**src/rtl/bank_sc_pipe_pkg.sv**
```systemverilog
// Shared bank package: opcode constants, data width, and the FSM state
// encoding used by the bank store/read pipe (bank_sc_pipe).
package bank_sc_pipe_pkg;

    localparam int SC_DATA_W = 128;
    localparam int SC_CNT_W  = 16;

    localparam logic [2:0] SC_OP_READ  = 3'd0;
    localparam logic [2:0] SC_OP_WRITE = 3'd1;

    localparam logic [SC_CNT_W-1:0] SC_CNT_ONE = SC_CNT_W'(1);

    typedef enum logic [2:0] {
        SC_IDLE  = 3'd0,
        SC_WBRD  = 3'd1,
        SC_RAMWR = 3'd2,
        SC_RAMRD = 3'd3,
        SC_RESP  = 3'd4
    } sc_state_e;

    // The state-update bus carries {set, way}; the offset bit is dropped.
    function automatic logic [5:0] sc_set_way(input logic [6:0] set_way_offset);
        return set_way_offset[6:1];
    endfunction

endpackage

```
**src/rtl/bank_sc_perf_cnt.sv**
```systemverilog
// Pair of 16-bit event counters (read accepts, write accepts) for the bank
// pipe. Counters wrap naturally at 16'hFFFF. The load port lets both
// counters be preset together; load wins over an increment in the same cycle.
module bank_sc_perf_cnt
    import bank_sc_pipe_pkg::*;
(
    input  logic                clk_i,
    input  logic                rst_i,
    input  logic                inc_rd_i,
    input  logic                inc_wr_i,
    input  logic                load_i,
    input  logic [SC_CNT_W-1:0] load_val_i,
    output logic [SC_CNT_W-1:0] rd_cnt_o,
    output logic [SC_CNT_W-1:0] wr_cnt_o
);

    logic [1:0] w_inc;

    assign w_inc = {inc_wr_i, inc_rd_i};

    for (genvar gi = 0; gi < 2; gi++) begin : g_cnt
        logic [SC_CNT_W-1:0] r_cnt;

        // One counter per event type: preset, else count on its event.
        always_ff @(posedge clk_i or posedge rst_i) begin
            if (rst_i) begin
                r_cnt <= '0;
            end else if (load_i) begin
                r_cnt <= load_val_i;
            end else if (w_inc[gi]) begin
                r_cnt <= r_cnt + SC_CNT_ONE;
            end
        end
    end

    assign rd_cnt_o = g_cnt[0].r_cnt;
    assign wr_cnt_o = g_cnt[1].r_cnt;

endmodule

```
**src/rtl/bank_sc_pipe.sv**
```systemverilog
// Bank store/read pipe: takes one ISU request at a time and sequences it
// through the write buffer, the data SRAM and the xbar response port.
//   READ : IDLE -> RAMRD -> RESP (held until xbar ready) -> IDLE
//   WRITE: IDLE -> WBRD -> RAMWR -> IDLE
//   other opcodes: consumed in IDLE, sc_err_o pulses the next cycle.
// Optional macro SC_PERF_CNT_EN adds read/write accept counters.
module bank_sc_pipe
    import bank_sc_pipe_pkg::*;
(
    input  logic                 clk_i,
    input  logic                 rst_i,
    input  logic                 isu_sc_valid_i,
    output logic                 isu_sc_ready_o,
    input  logic [1:0]           isu_sc_channel_id_i,
    input  logic [2:0]           isu_sc_opcode_i,
    input  logic [6:0]           isu_sc_set_way_offset_i,
    input  logic [7:0]           isu_sc_wbuffer_id_i,
    input  logic [2:0]           isu_sc_xbar_rob_num_i,
    input  logic [1:0]           isu_sc_cacheline_dirty_offset0_i,
    input  logic [1:0]           isu_sc_cacheline_dirty_offset1_i,
    output logic                 sc_ram_en_o,
    output logic                 sc_ram_we_o,
    output logic [6:0]           sc_ram_addr_o,
    output logic [SC_DATA_W-1:0] sc_ram_wdata_o,
    input  logic [SC_DATA_W-1:0] ram_sc_rdata_i,
    output logic                 sc_wb_rd_en_o,
    output logic [7:0]           sc_wb_rd_id_o,
    input  logic [SC_DATA_W-1:0] wb_sc_rdata_i,
    output logic                 sc_xbar_valid_o,
    input  logic                 xbar_sc_ready_i,
    output logic [1:0]           sc_xbar_ch_id_o,
    output logic [2:0]           sc_xbar_rob_num_o,
    output logic [SC_DATA_W-1:0] sc_xbar_rdata_o,
    output logic                 sc_state_upd_valid_o,
    output logic [5:0]           sc_state_upd_set_way_o,
    output logic [1:0]           sc_state_upd_offset0_o,
    output logic [1:0]           sc_state_upd_offset1_o,
    output logic                 sc_err_o
`ifdef SC_PERF_CNT_EN
    ,
    output logic [SC_CNT_W-1:0]  sc_perf_rd_cnt_o,
    output logic [SC_CNT_W-1:0]  sc_perf_wr_cnt_o
`endif
);

    sc_state_e            r_state;
    sc_state_e            w_state_next;

    logic [1:0]           r_ch;
    logic [6:0]           r_addr;
    logic [7:0]           r_wbid;
    logic [2:0]           r_rob;
    logic [1:0]           r_dirty0;
    logic [1:0]           r_dirty1;
    logic [SC_DATA_W-1:0] r_rdata;
    logic                 r_resp_first;
    logic                 r_err;

    logic                 w_ready;
    logic                 w_accept;
    logic                 w_is_read;
    logic                 w_is_write;

    // Ready is a pure function of state so accept never loops back into it.
    assign w_ready        = (r_state == SC_IDLE) & ~rst_i;
    assign isu_sc_ready_o = w_ready;
    assign w_accept       = isu_sc_valid_i & w_ready;
    assign w_is_read      = (isu_sc_opcode_i == SC_OP_READ);
    assign w_is_write     = (isu_sc_opcode_i == SC_OP_WRITE);
    assign sc_err_o       = r_err;

    // FSM state register.
    always_ff @(posedge clk_i or posedge rst_i) begin
        if (rst_i) begin
            r_state <= SC_IDLE;
        end else begin
            r_state <= w_state_next;
        end
    end

    // Capture every request field on accept; they stay put for the whole transaction.
    always_ff @(posedge clk_i or posedge rst_i) begin
        if (rst_i) begin
            r_ch     <= '0;
            r_addr   <= '0;
            r_wbid   <= '0;
            r_rob    <= '0;
            r_dirty0 <= '0;
            r_dirty1 <= '0;
        end else if (w_accept) begin
            r_ch     <= isu_sc_channel_id_i;
            r_addr   <= isu_sc_set_way_offset_i;
            r_wbid   <= isu_sc_wbuffer_id_i;
            r_rob    <= isu_sc_xbar_rob_num_i;
            r_dirty0 <= isu_sc_cacheline_dirty_offset0_i;
            r_dirty1 <= isu_sc_cacheline_dirty_offset1_i;
        end
    end

    // SRAM data arrives in the first RESP cycle: it is passed straight
    // through then and latched, so a stalled response keeps it stable.
    always_ff @(posedge clk_i or posedge rst_i) begin
        if (rst_i) begin
            r_rdata      <= '0;
            r_resp_first <= 1'b0;
        end else begin
            r_resp_first <= (w_state_next == SC_RESP) && (r_state != SC_RESP);
            if ((r_state == SC_RESP) && r_resp_first) begin
                r_rdata <= ram_sc_rdata_i;
            end
        end
    end

    // Unknown opcodes are flagged one cycle after they are consumed.
    always_ff @(posedge clk_i or posedge rst_i) begin
        if (rst_i) begin
            r_err <= 1'b0;
        end else begin
            r_err <= w_accept & ~w_is_read & ~w_is_write;
        end
    end

    // Next-state and per-state output decode; every output idles at 0.
    always_comb begin
        w_state_next           = r_state;
        sc_ram_en_o            = 1'b0;
        sc_ram_we_o            = 1'b0;
        sc_ram_addr_o          = '0;
        sc_ram_wdata_o         = '0;
        sc_wb_rd_en_o          = 1'b0;
        sc_wb_rd_id_o          = '0;
        sc_xbar_valid_o        = 1'b0;
        sc_xbar_ch_id_o        = '0;
        sc_xbar_rob_num_o      = '0;
        sc_xbar_rdata_o        = '0;
        sc_state_upd_valid_o   = 1'b0;
        sc_state_upd_set_way_o = '0;
        sc_state_upd_offset0_o = '0;
        sc_state_upd_offset1_o = '0;
        case (r_state)
            SC_IDLE: begin
                if (w_accept && w_is_read) begin
                    w_state_next = SC_RAMRD;
                end else if (w_accept && w_is_write) begin
                    w_state_next = SC_WBRD;
                end
            end
            SC_RAMRD: begin
                sc_ram_en_o   = 1'b1;
                sc_ram_addr_o = r_addr;
                w_state_next  = SC_RESP;
            end
            SC_RESP: begin
                sc_xbar_valid_o   = 1'b1;
                sc_xbar_ch_id_o   = r_ch;
                sc_xbar_rob_num_o = r_rob;
                sc_xbar_rdata_o   = r_resp_first ? ram_sc_rdata_i : r_rdata;
                if (xbar_sc_ready_i) begin
                    w_state_next = SC_IDLE;
                end
            end
            SC_WBRD: begin
                sc_wb_rd_en_o = 1'b1;
                sc_wb_rd_id_o = r_wbid;
                w_state_next  = SC_RAMWR;
            end
            SC_RAMWR: begin
                sc_ram_en_o            = 1'b1;
                sc_ram_we_o            = 1'b1;
                sc_ram_addr_o          = r_addr;
                sc_ram_wdata_o         = wb_sc_rdata_i;
                sc_state_upd_valid_o   = 1'b1;
                sc_state_upd_set_way_o = sc_set_way(r_addr);
                sc_state_upd_offset0_o = r_dirty0;
                sc_state_upd_offset1_o = r_dirty1;
                w_state_next           = SC_IDLE;
            end
            default: begin
                w_state_next = SC_IDLE;
            end
        endcase
    end

`ifdef SC_PERF_CNT_EN
    bank_sc_perf_cnt u_perf_cnt (
        .clk_i      (clk_i),
        .rst_i      (rst_i),
        .inc_rd_i   (w_accept & w_is_read),
        .inc_wr_i   (w_accept & w_is_write),
        .load_i     (1'b0),
        .load_val_i ({SC_CNT_W{1'b0}}),
        .rd_cnt_o   (sc_perf_rd_cnt_o),
        .wr_cnt_o   (sc_perf_wr_cnt_o)
    );
`endif

endmodule

```
**config.mk**
```make
export PLATFORM = sky130hd
export DESIGN_NAME = bank_sc_pipe
export DESIGN_NICKNAME = d
export VERILOG_FILES = /design/src/rtl/bank_sc_pipe_pkg.sv /design/src/rtl/bank_sc_perf_cnt.sv /design/src/rtl/bank_sc_pipe.sv
export SDC_FILE = /design/constraint.sdc
export NUM_CORES = 1
export LEC_CHECK = 0
export CAP_MARGIN = 20
export CORE_AREA = 3 3 226 228
export CTS_CLUSTER_DIAMETER = 40
export CTS_CLUSTER_SIZE = 25
export DETAILED_ROUTE_END_ITERATION = 10
export DIE_AREA = 0 0 229 231
export SLEW_MARGIN = 40
export SYNTH_ARGS = -nofsm -noshare
export SYNTH_HDL_FRONTEND = slang
export SYNTH_HIERARCHICAL = 1
export SYNTH_SLANG_ARGS = --single-unit
```
**constraint.sdc**
```tcl
create_clock -name clk_i -period 10.6 [get_ports clk_i]
set_input_delay 1.59 -clock clk_i [delete_from_list [all_inputs] [get_ports clk_i]]
set_output_delay 1.59 -clock clk_i [all_outputs]
set_load 0.05 [all_outputs]
```
==> metrics.md <==
| Metric | Value |
|---|---|
| Outcome | completed |
| Die Span Y | around 230 µm |
| Post-place setup slack | between 5000 and 6000 ps |
| Synth Instances | between 800 and 900 |
| Synth area leader | dfrtp_1 |
| Top cell type's share of synthesized area | about 42% |
| Tmin final | ~5300 ps |
| Area added between synthesis and finish | 75.10% |
| Root buffer cell | clkbuf_16 |
| Element type at the critical path end | output pin |
| DPL Wire Length | roughly 35 mm |
| Initial Utilization | 19.01% |
| Clock slew at reported path FFs | 70 ps |
| TritonCTS Buffers | 17 |
| Leak | ~6.2 nW |
| # port buffers | about 580 |
| Postcts setup bufs | 0 |
| First-pass GRT wire length | a little over 60 mm |
| Vias | roughly 8100 |
| Crit share post-route | roughly 50% |
| H-tree lvl count | 4 |
| Routed length on met2 | 21.26 mm |
| Netlist cell types | 21 |
| Post-synthesis sequential area ratio | between 40% and 50% |
| Worst Setup Start Kind | flop |
| Critical Path Max Stage Delay | about 890 ps |
| P per Cell Area | about 96 mW/mm² |
| Critical Path, Cell by Cell | nor2b_2 > and2b_4 > buf_6 > and2_1 > clkdlybuf4s50_1 |
| Rows | 81 |
| Core area | 0.04905 mm² |
| Final hold violations | 0 |
| Clock Tree Buf Depth | 2 |
| #FFs+latches synth | between 150 and 200 |
| CP top delay family | buffers and inverters |
| Top post-synthesis cells by area | dfrtp_1 42%, mux2_4 19%, mux2i_1 14%, and2_1 11%, nor2_1 5.3% |
| RSZ-0062 raised after global routing | false |
| CP max FO | approximately 120 |
| Routed metal-1 wirelength | 18.09 mm |
| Die area | between 0.05 and 0.06 mm² |
| Final Setup Violations | 0 |
| Max-slew violation count | 0 |
| Design area | ~0.016 mm² |
| Post-CTS resize count | 0 |
| Largest net degree at the start of global routing | roughly 120 |
| Most frequent standard cell in the layout excluding fill and tap cells | clkdlybuf4s50_1 |
| Most frequent cells in the layout | 579 x clkdlybuf4s50_1, 159 x and2_1, 156 x dfrtp_1, 131 x nor2_1, 128 x mux2i_1 |
| CP Class | reg2out |
| Setup slack after layout | about 5300 ps |
| DR WL met3 | 3.547 mm |
| CTS Hold Bufs | 0 |
| Final Skew | 9.565 ps |
| Slowest stage cell, crit path | clkdlybuf4s50_1 |
| Arrival time worst endpoint | between 3000 and 4000 ps |
| Die X-Extent | around 230 µm |
| HP Class | reg2reg |
| Highest clock rate | 190.4 MHz |
| Via density per instance | between 3 and 4 |
| CTS sink count | around 160 |
| Antenna violations before repair | 15 |
| Max-cap violations | 0 |
| Top Layer Used | met5 |
| CTS tree | yes |
| Aggregate global-route resource usage | between 15 and 20% |
| Total iterations of the first detailed-routing run | 4 |
| Overflow after GRT | 0 |
| Drt drc | 0 |
| Detail Route Antenna Nets | 0 |
| Critical path required time | approximately 9000 ps |
| WP buf/inv | 2 |
| Synthesized Nets | between 1000 and 1500 |
| Relative slew slack | about half |
| Wirelength, routed | 44.01 mm |
| Synthesized area | approximately 0.0093 mm² |
| Share of layout cells above drive strength 1 | 14.86% |
| # nets final | 1633 |
| Ports | 580 |
| Skew-Pair Late Insertion Delay | 480 ps |
| Worst VDD drop | between 0.08 and 0.09 mV |
| Worst Tran Pin Value | approximately 760 ps |
| Setup tns final | 0 ps |
| Routability congestion estimate | around 0.96 |
| Drt wl/cell | roughly 22 µm |
| Iter 0 DRT Violations | 275 |
| Yosys warning count | 6 |
| Post-DP Area | approximately 0.016 mm² |
| Vias in the first global route | 8494 |
| Syn Area/Cell | 11.64 µm² |
| Final Power | roughly 0.0016 W |
==> cell type report <==
cell class | instances | area [µm²]
repair buffers | 587 | 5891
clock buffers | 18 | 439.2
fillers | 5037 | 32720
multi-input cells | 580 | 5029
clock inverters | 14 | 170.2
inverters | 3 | 18.77
well taps | 664 | 830.8
flip-flops and latches | 157 | 3933
diodes | 7 | 17.52
==> stage by stage <==
step | cells | hold slack (ps) | utilization [%]
4_1_cts | 2022 | 502.4 | 33.20
2_1_floorplan | 801 | 470.4 | -
5_1_grt | 2028 | 505.2 | 33.28
3_3_place_gp | 1990 | 479.2 | 31.91
6_report | 2030 | 497.1 | 33.29
3_5_place_dp | 1990 | 485.4 | 31.96
==> power breakdown <==
part           switching (W)  internal, W
Clock               0.000293     0.000361
Combinational       0.000133     0.000147
Sequential         0.0000102     0.000618
==> sequential cells by signal, indices dropped and copies added, names as in the netlist <==
signal and cells:
r_resp_first 1, r_dirty0 2, r_ch 2, r_rob 3, r_dirty1 2, r_rdata 128
r_wbid 8, sc_err_o 1, r_addr 7, r_state 3
==> path summary, 6_finish.rpt <==
check | startpoint | slack (ps) | to | cells past startpoint
setup / recovery | r_state[2] | 5350 | sc_ram_wdata_o[41] | 5
hold / removal | r_addr[0] | 500 | r_addr[0] | 1
setup reg to reg | r_resp_first | 6630 | r_rdata[28] | 6
hold reg to reg | r_addr[0] | 500 | r_addr[0] | 1
max in group asynchronous | rst_i | 7780 | r_resp_first | 3
min in group asynchronous | rst_i | 1710 | r_state[0] | 2
==> metal layers <==
layer / global-route usage, % / vias to the layer above
met1: 19.34 / 3901
met3: 6.454 / 52
met2: 26.71 / 338
met4: 5.686 / 10
li1: - / 3767
met5: 0 / -
==> cell families after synthesis <==
family / share of synthesized area, %
and+or+nand+nor: 16.73
buffers and inverters: 4.052
AOI/OAI and AO/OA: 0.1610
DFF: 42.13
muxes: 36.92
==> cell usage after synthesis (all sizes together) <==
cell type / count
nor2b: 1
nor4: 1
nand2: 2
mux2: 152
clkbuf: 29
and2b: 1
buf: 32
o21bai: 2
nand3: 1
dfrtp: 157
and2: 160
nor2: 131
mux2i: 128
nor3b: 1
inv: 3
(Power assumes the default switching activity.)
